<file path="config.mk">
export PLATFORM = sky130hd
export DESIGN_NAME = serial_bitwise_unit
export DESIGN_NICKNAME = d
export VERILOG_FILES = /design/src/rtl/bitwise_pkg.sv /design/src/rtl/bit_slice_alu.sv /design/src/rtl/serial_bitwise_unit.sv
export SDC_FILE = /design/constraint.sdc
export NUM_CORES = 1
export LEC_CHECK = 0
export ABC_AREA = 1
export ABC_CLOCK_PERIOD_IN_PS = 1300
export BUFFER_PORTS_ARGS = -buffer_cell sky130_fd_sc_hd__buf_2
export CORE_UTILIZATION = 40
export DETAILED_ROUTE_END_ITERATION = 10
export GPL_TIMING_DRIVEN = 1
export PLACE_DENSITY = 0.61
export SYNTH_ARGS = -nofsm -noshare
export SYNTH_HDL_FRONTEND = slang
export SYNTH_SLANG_ARGS = --single-unit
</file>
<file path="constraint.sdc">
create_clock -name clk -period 1.3 [get_ports clk]
set_input_delay 0.13 -clock clk [delete_from_list [all_inputs] [get_ports clk]]
set_output_delay 0.13 -clock clk [all_outputs]
set_load 0.05 [all_outputs]
</file>
<file path="src/rtl/bitwise_pkg.sv">
// Shared types and limits for the bit-serial bitwise unit.
package bitwise_pkg;

  localparam int MAX_WIDTH = 32;

  typedef enum logic [1:0] {
    IDLE  = 2'd0,
    SHIFT = 2'd1,
    DONE  = 2'd2
  } state_t;

endpackage

</file>
<file path="src/rtl/bit_slice_alu.sv">
// One-bit combinational slice: OR, AND, NOT, and XOR when SERIAL_BITWISE_XOR_EN is defined.
module bit_slice_alu (
  input  logic a,
  input  logic b,
  output logic or_o,
  output logic and_o,
`ifdef SERIAL_BITWISE_XOR_EN
  output logic xor_o,
`endif
  output logic not_o
);

  assign or_o  = a | b;
  assign and_o = a & b;
  assign not_o = ~a;
`ifdef SERIAL_BITWISE_XOR_EN
  assign xor_o = a ^ b;
`endif

endmodule

</file>
<file path="src/rtl/serial_bitwise_unit.sv">
// Bit-serial OR/AND/NOT unit (plus XOR under SERIAL_BITWISE_XOR_EN), LSB first,
// with valid/ready handshakes on operands and results.
module serial_bitwise_unit
  import bitwise_pkg::*;
#(
  parameter int WIDTH = 4
) (
  input  logic             clk,
  input  logic             rst,
  input  logic             in_valid,
  output logic             in_ready,
  input  logic [WIDTH-1:0] A,
  input  logic [WIDTH-1:0] B,
  output logic             out_valid,
  input  logic             out_ready,
  output logic [WIDTH-1:0] A_or_B,
  output logic [WIDTH-1:0] A_and_B,
  output logic [WIDTH-1:0] not_A,
`ifdef SERIAL_BITWISE_XOR_EN
  output logic [WIDTH-1:0] A_xor_B,
`endif
  output logic             busy
);

  // Counter reaches WIDTH after the last shift, so it needs WIDTH+1 codes.
  localparam int CNT_W = $clog2(WIDTH + 1);
  localparam logic [CNT_W-1:0] LAST_CNT = CNT_W'(WIDTH - 1);

  state_t           state, state_nxt;
  logic [CNT_W-1:0] bit_cnt;
  logic [WIDTH-1:0] a_sr, b_sr;
  logic             accept, release_res, last_shift;
  logic             s_or, s_and, s_not;
`ifdef SERIAL_BITWISE_XOR_EN
  logic             s_xor;
`endif

  function automatic logic [WIDTH-1:0] shift_in_msb(input logic msb, input logic [WIDTH-1:0] r);
    return (r >> 1) | (WIDTH'(msb) << (WIDTH - 1));
  endfunction

  assign accept      = in_valid && in_ready;
  assign release_res = out_valid && out_ready;
  assign last_shift  = (state == SHIFT) && (bit_cnt == LAST_CNT);

  bit_slice_alu u_slice (
    .a     (a_sr[0]),
    .b     (b_sr[0]),
    .or_o  (s_or),
    .and_o (s_and),
`ifdef SERIAL_BITWISE_XOR_EN
    .xor_o (s_xor),
`endif
    .not_o (s_not)
  );

  always_ff @(posedge clk) begin
    if (rst) state <= IDLE;
    else     state <= state_nxt;
  end

  always_comb begin
    state_nxt = state;
    case (state)
      IDLE:    if (accept)      state_nxt = SHIFT;
      SHIFT:   if (last_shift)  state_nxt = DONE;
      DONE:    if (release_res) state_nxt = IDLE;
      default:                  state_nxt = IDLE;
    endcase
  end

  always_comb begin
    in_ready  = (state == IDLE);
    out_valid = (state == DONE);
    busy      = (state == SHIFT) || (state == DONE);
  end

  // Operand/result shift datapath; results are cleared only on a new accept.
  always_ff @(posedge clk) begin
    if (rst) begin
      a_sr    <= '0;
      b_sr    <= '0;
      bit_cnt <= '0;
      A_or_B  <= '0;
      A_and_B <= '0;
      not_A   <= '0;
`ifdef SERIAL_BITWISE_XOR_EN
      A_xor_B <= '0;
`endif
    end else if (accept) begin
      a_sr    <= A;
      b_sr    <= B;
      bit_cnt <= '0;
      A_or_B  <= '0;
      A_and_B <= '0;
      not_A   <= '0;
`ifdef SERIAL_BITWISE_XOR_EN
      A_xor_B <= '0;
`endif
    end else if (state == SHIFT) begin
      a_sr    <= a_sr >> 1;
      b_sr    <= b_sr >> 1;
      bit_cnt <= bit_cnt + CNT_W'(1);
      A_or_B  <= shift_in_msb(s_or, A_or_B);
      A_and_B <= shift_in_msb(s_and, A_and_B);
      not_A   <= shift_in_msb(s_not, not_A);
`ifdef SERIAL_BITWISE_XOR_EN
      A_xor_B <= shift_in_msb(s_xor, A_xor_B);
`endif
    end
  end

endmodule

</file>
* Yosys cells after proc, flatten, opt, wreduce, memory -nomap -nowiden *
Cells that the tools add are included.

storage, ports and cells
  ROM bits = 0
  memories kept = 0
  memory bits (writable) = 0
  register bits after elaboration = 25
  output and inout bits = 15
  bits in latches = 0
  logic and storage cells = 36
  input port bits = 12

cells by class
  $mul = 0
  div/mod/pow operators = 0
  mux-type cells = 8
  equal/unequal tests = 6
  $lt $le $gt $ge = 0
  shifts and indexed selects = 0
  bitwise gates (word level) = 6
  reductions and logical operators = 8
  $add $sub $neg = 1

operators with widths
  kind                                                                   number
  4-bit 2-to-1 mux                                                       4
  3-bit by 4-bit bitwise OR with 4-bit output                            3
  2-bit 2-to-1 mux                                                       3
  2-bit one-hot mux with 3 select lines                                  1
  2-bit by 1-bit != test with 1-bit output, second input constant        2
  3-bit by 1-bit adder with 3-bit output, second input constant          1
  3-bit by 2-bit equality test with 1-bit output, second input constant  1
  1-bit logical AND                                                      3
  3-bit AND reduction                                                    1
  2-bit by 1-bit equality test with 1-bit output, second input constant  1
  2-bit equality test, second input constant                             1
  2-bit logical NOT                                                      1
  2-bit != test, second input constant                                   1
  2-bit nonzero test                                                     1
  2-bit OR reduction                                                     1
  1-bit bitwise AND                                                      1
  1-bit logical OR                                                       1
  1-bit inverter                                                         1
  1-bit bitwise OR                                                       1

* Longest topological paths before layout *
  depth after elaboration = 4
  gate-level depth with buffers = 8
  depth with buffers taken out = 8

* Hierarchy *
Synthesis repeated with hierarchy kept, for this count alone.

unflattened totals
  cells, all modules = 143
  area, all modules = 1056.0 sq um

modules (own cells, without submodules)
  module               sequential area each (sq um)  cells an instance  area each (sq um)  times used
  serial_bitwise_unit  500.5                         138                1034.7             1
  bit_slice_alu        0.0                           5                  21.3               1

* Worst setup path before layout *
Ideal clock, no wire load.

  path type = flip-flop to flip-flop
  from = register state[1]
  to = register a_sr[0]
  arrival = 1.456 ns
  period minus slack after synthesis = 1.576 ns
  setup slack = -0.276 ns
  buffers on the path = 1
  data required time = 1.180 ns
  setup time = 0.120 ns
  cell stages (with the launch flop) = 7
  path through = dfxtp_1 inv_1 ha_1 nand2_1 buf_2 o21ai_0 a21oi_1

on the way
  longest elaborated chain between the ends = 3
  elaborated cells between the ends (all ways) = 5
  those cells by class = eq/ne (1); mux (1); reduce/logical (3)

RTL lines
  what                                                           line                        text
  start, declared                                                serial_bitwise_unit.sv:29   state_t state, state_nxt;
  start signal, assigned                                         serial_bitwise_unit.sv:59   else state <= state_nxt;
  2-bit logical NOT (*)                                          serial_bitwise_unit.sv:73   in_ready = (state == IDLE);
  net in_ready                                                   serial_bitwise_unit.sv:11   output logic in_ready,
  1-bit logical AND (*)                                          serial_bitwise_unit.sv:42   assign accept = in_valid && in_ready;
  4-bit 2-to-1 mux / 2-bit nonzero test (equally long branches)  -
  end signal, assigned                                           serial_bitwise_unit.sv:101  a_sr <= a_sr >> 1;
  end, declared                                                  serial_bitwise_unit.sv:31   logic [WIDTH-1:0] a_sr, b_sr;

Mark *: on every way through the listed nets, which the timed path passes. The rest lies on a longest branch.
A chain may end at the register's enable or synchronous reset.

* Worst setup path in the final report *
  from = register state[0]
  to = output port out_valid

on the way
  longest elaborated chain between the ends = 1

RTL lines
  what                 line                       text
  2-bit equality test  serial_bitwise_unit.sv:74  out_valid = (state == DONE);
  end, declared        serial_bitwise_unit.sv:14  output logic out_valid,

Every way passes these cells.

==> impl_metrics.ini <==
[run_status]
status = finished clean

[place]
dpl_worst_slack_ns = -0.0627
place_congestion = 0.757
dp_cells = 196
portBuffers = 26
dp.final_hpwl_um = 1500

[setup_path]
crit_required_ns = 1.17
r2r_slack_ns = 0.07
critPathCaptureType = output pin
setup.worst_path.start_class = flop
r2r-end = a_sr[2]
crit_arrival_ns = 1.16
path_class = reg2out
reg2reg_depth = 6
crit_fanout = 3
reg2reg_from = state[0]

[timing]
fin_skew_ns = 0.0132
setup-tns-final_ns = 0
layout_min_cycle_time_ns = 1.29
max_slew_margin_pct = 83.1
fmax_mhz = 773
finalCritPeriodShare_pct = 99.6
worst_pin_slew_ns = 0.255
holdWs_ns = 0.0317
rsz0062_at_grt = yes
hold_viol = 0
final-setup-viol-count = 0
slew_violations = 0
fin_ws_ns = 0.00575

[power_and_ir_drop]
peakVddDrop_uv = 1820
p_seq_share_pct = 30.9
p_per_area_mw_per_mm2 = 2360
pwr-share-comb_pct = 58.1
switchingPower_uw = 1450
pwr-share-clk_pct = 11.0
p_leak_uw = 0.000609
p_int_uw = 1850
netSwitchingFraction_pct = 43.9

[clock_tree]
clockBufferDepth = 2
cts_sinks = 25
clk_latency_ns = 0.32
h-tree-depth = 1
cts_root_buf = clkbuf_4
cts_buffers = 3
cts_tree = done
clkTransAtPathRegs_ns = 0.15

[min_path]
hold_class = in2reg
whs_path_depth = 3
min-delay-start = B[3]
min_to = b_sr[3]

[finish]
seq_area_um2 = 509
drive_gt1_share_pct = 31.2
final_cells = 203
diodes = 0
n_fill_cell = 254
final_core_util_pct = 56.6
multi_input_area_um2 = 534
syn_to_final_growth_pct = 33.5
final_nets = 192

[global_routing]
grt_max_degree = 21
grt-ovfl-total = 0
antenna_found_initial = 0
grt_pass1_vias = 803
grt_first_pass_wirelength_um = 3480
grt_use_total_pct = 17.3

[flow_run]
drv_cap = 0

[floorplanning]
die_y_um = 53.2
die-area_mm2 = 0.00283
rows = 18
core_area_mm2 = 0.00248
start_util_pct = 42.4
die_w_um = 53.2
io_pins = 27

[routing]
via_count = 976
wl_per_cell_um = 10.7
routed_wirelength_um = 2160
drc = 0
drt_pre_antenna_iters = 4
ant_nets = 0
drtIter0Drc = 7
vias_per_cell = 4.81

[logic_synthesis]
yosys_warnings = 0
synthDistinctLibCells = 18
ys_ff_latch = 25
postSynthAreaPerCell_um2 = 7.61
synthesis.instances = 138
synth_area_mm2 = 0.00105
synth-seq-area-share_pct = 47.7
synthesis.nets = 156
==> placed cells by master, fill, tap and decap left out, drive strengths merged <==
cell type  netlist  layout
buf              5      36
dfxtp           25      25
xnor2            1       1
inv              9       9
nand3            2       2
a21oi           23      23
o21ai            6       6
or2              2       2
clkinvlp         0       1
nor3             1       1
nand2           50      50
clkbuf           0       3
nor2             8       8
ha               6       6
==> worst max path at each step <==
stage,startpoint,endpoint,cells past startpoint
detailed placement,state[1],a_sr[2],6
global placement,state[1],a_sr[3],6
global route,state[0],out_valid,4
floorplan,state[1],a_sr[0],6
CTS,state[1],busy,3
finish,state[0],out_valid,4
==> layout make-up <==
cell class / count / area share, %
Clock buffer: 3 / 1.61
Clock inverter: 1 / 0.536
Inverter: 9 / 2.77
Multi-Input combinational cell: 99 / 38.1
Sequential cell: 25 / 36.3
Tap cell: 30 / 2.68
Timing Repair Buffer: 36 / 17.9
==> layer usage <==
metal	GRT usage (%)	part of all wire (%)	vias to the layer above
met4	7.89	0.56	0
li1	-	-	513
met2	29.4	49	21
met5	0	0	-
met1	21.1	46	440
met3	2.59	3.9	2
==> kinds of logic after synthesis <==
family	after synthesis	synth area share (%)
simple gates	63	23.8
compound gates	29	13.8
flops	25	47.7
buf+inv	14	6.67
fa+ha+maj	6	7.15
xor+xnor	1	0.834
==> flip-flops by register name (all words and copies together), names as in the netlist <==
name / cells
b_sr: 4
A_or_B: 4
bit_cnt: 3
a_sr: 4
A_and_B: 4
not_A: 4
state: 2
==> cell usage after synthesis (all sizes together) <==
library cell | instances | area, µm²
nand3 | 2 | 10.0
buf | 5 | 36.3
or2 | 2 | 12.5
nor3 | 1 | 5.00
o21ai | 6 | 30.0
a21oi | 23 | 115
xnor2 | 1 | 8.76
ha | 6 | 75.1
nor2 | 8 | 32.5
inv | 9 | 33.8
dfxtp | 25 | 500
nand2 | 50 | 190
==> timing repair <==
item                                   in CTS  in global routing
setup buffers                               1                  3
pin swaps                                   1                  1
hold buffers                                0                  0
setup endpoints to repair                  11                 14
endpoints found under the hold margin       0                  0
gates resized for setup                    20                  9
==> power groups by stage <==
stage | combinational [µW] | sequential (µW) | clock (µW)
floorplan | 1050 | 1060 | 0
finish | 1920 | 1020 | 363
CTS | 1770 | 1010 | 372
global route | 2090 | 1040 | 414
global placement | 1440 | 1000 | 0
detailed placement | 1490 | 1000 | 0
==> stage by stage <==
stage	area, µm²	power, µW
floorplan	1050	2120
global placement	1250	2440
detailed placement	1250	2490
CTS	1350	3160
global route	1400	3540
finish	1400	3300
==> critical path: stages (launching register included) <==
cell and delay [ns]:
dfxtp_4 0.39, inv_4 0.04, buf_6 0.11, ha_4 0.16, buf_8 0.14
No activity file was read; power rests on OpenSTA's default activity.
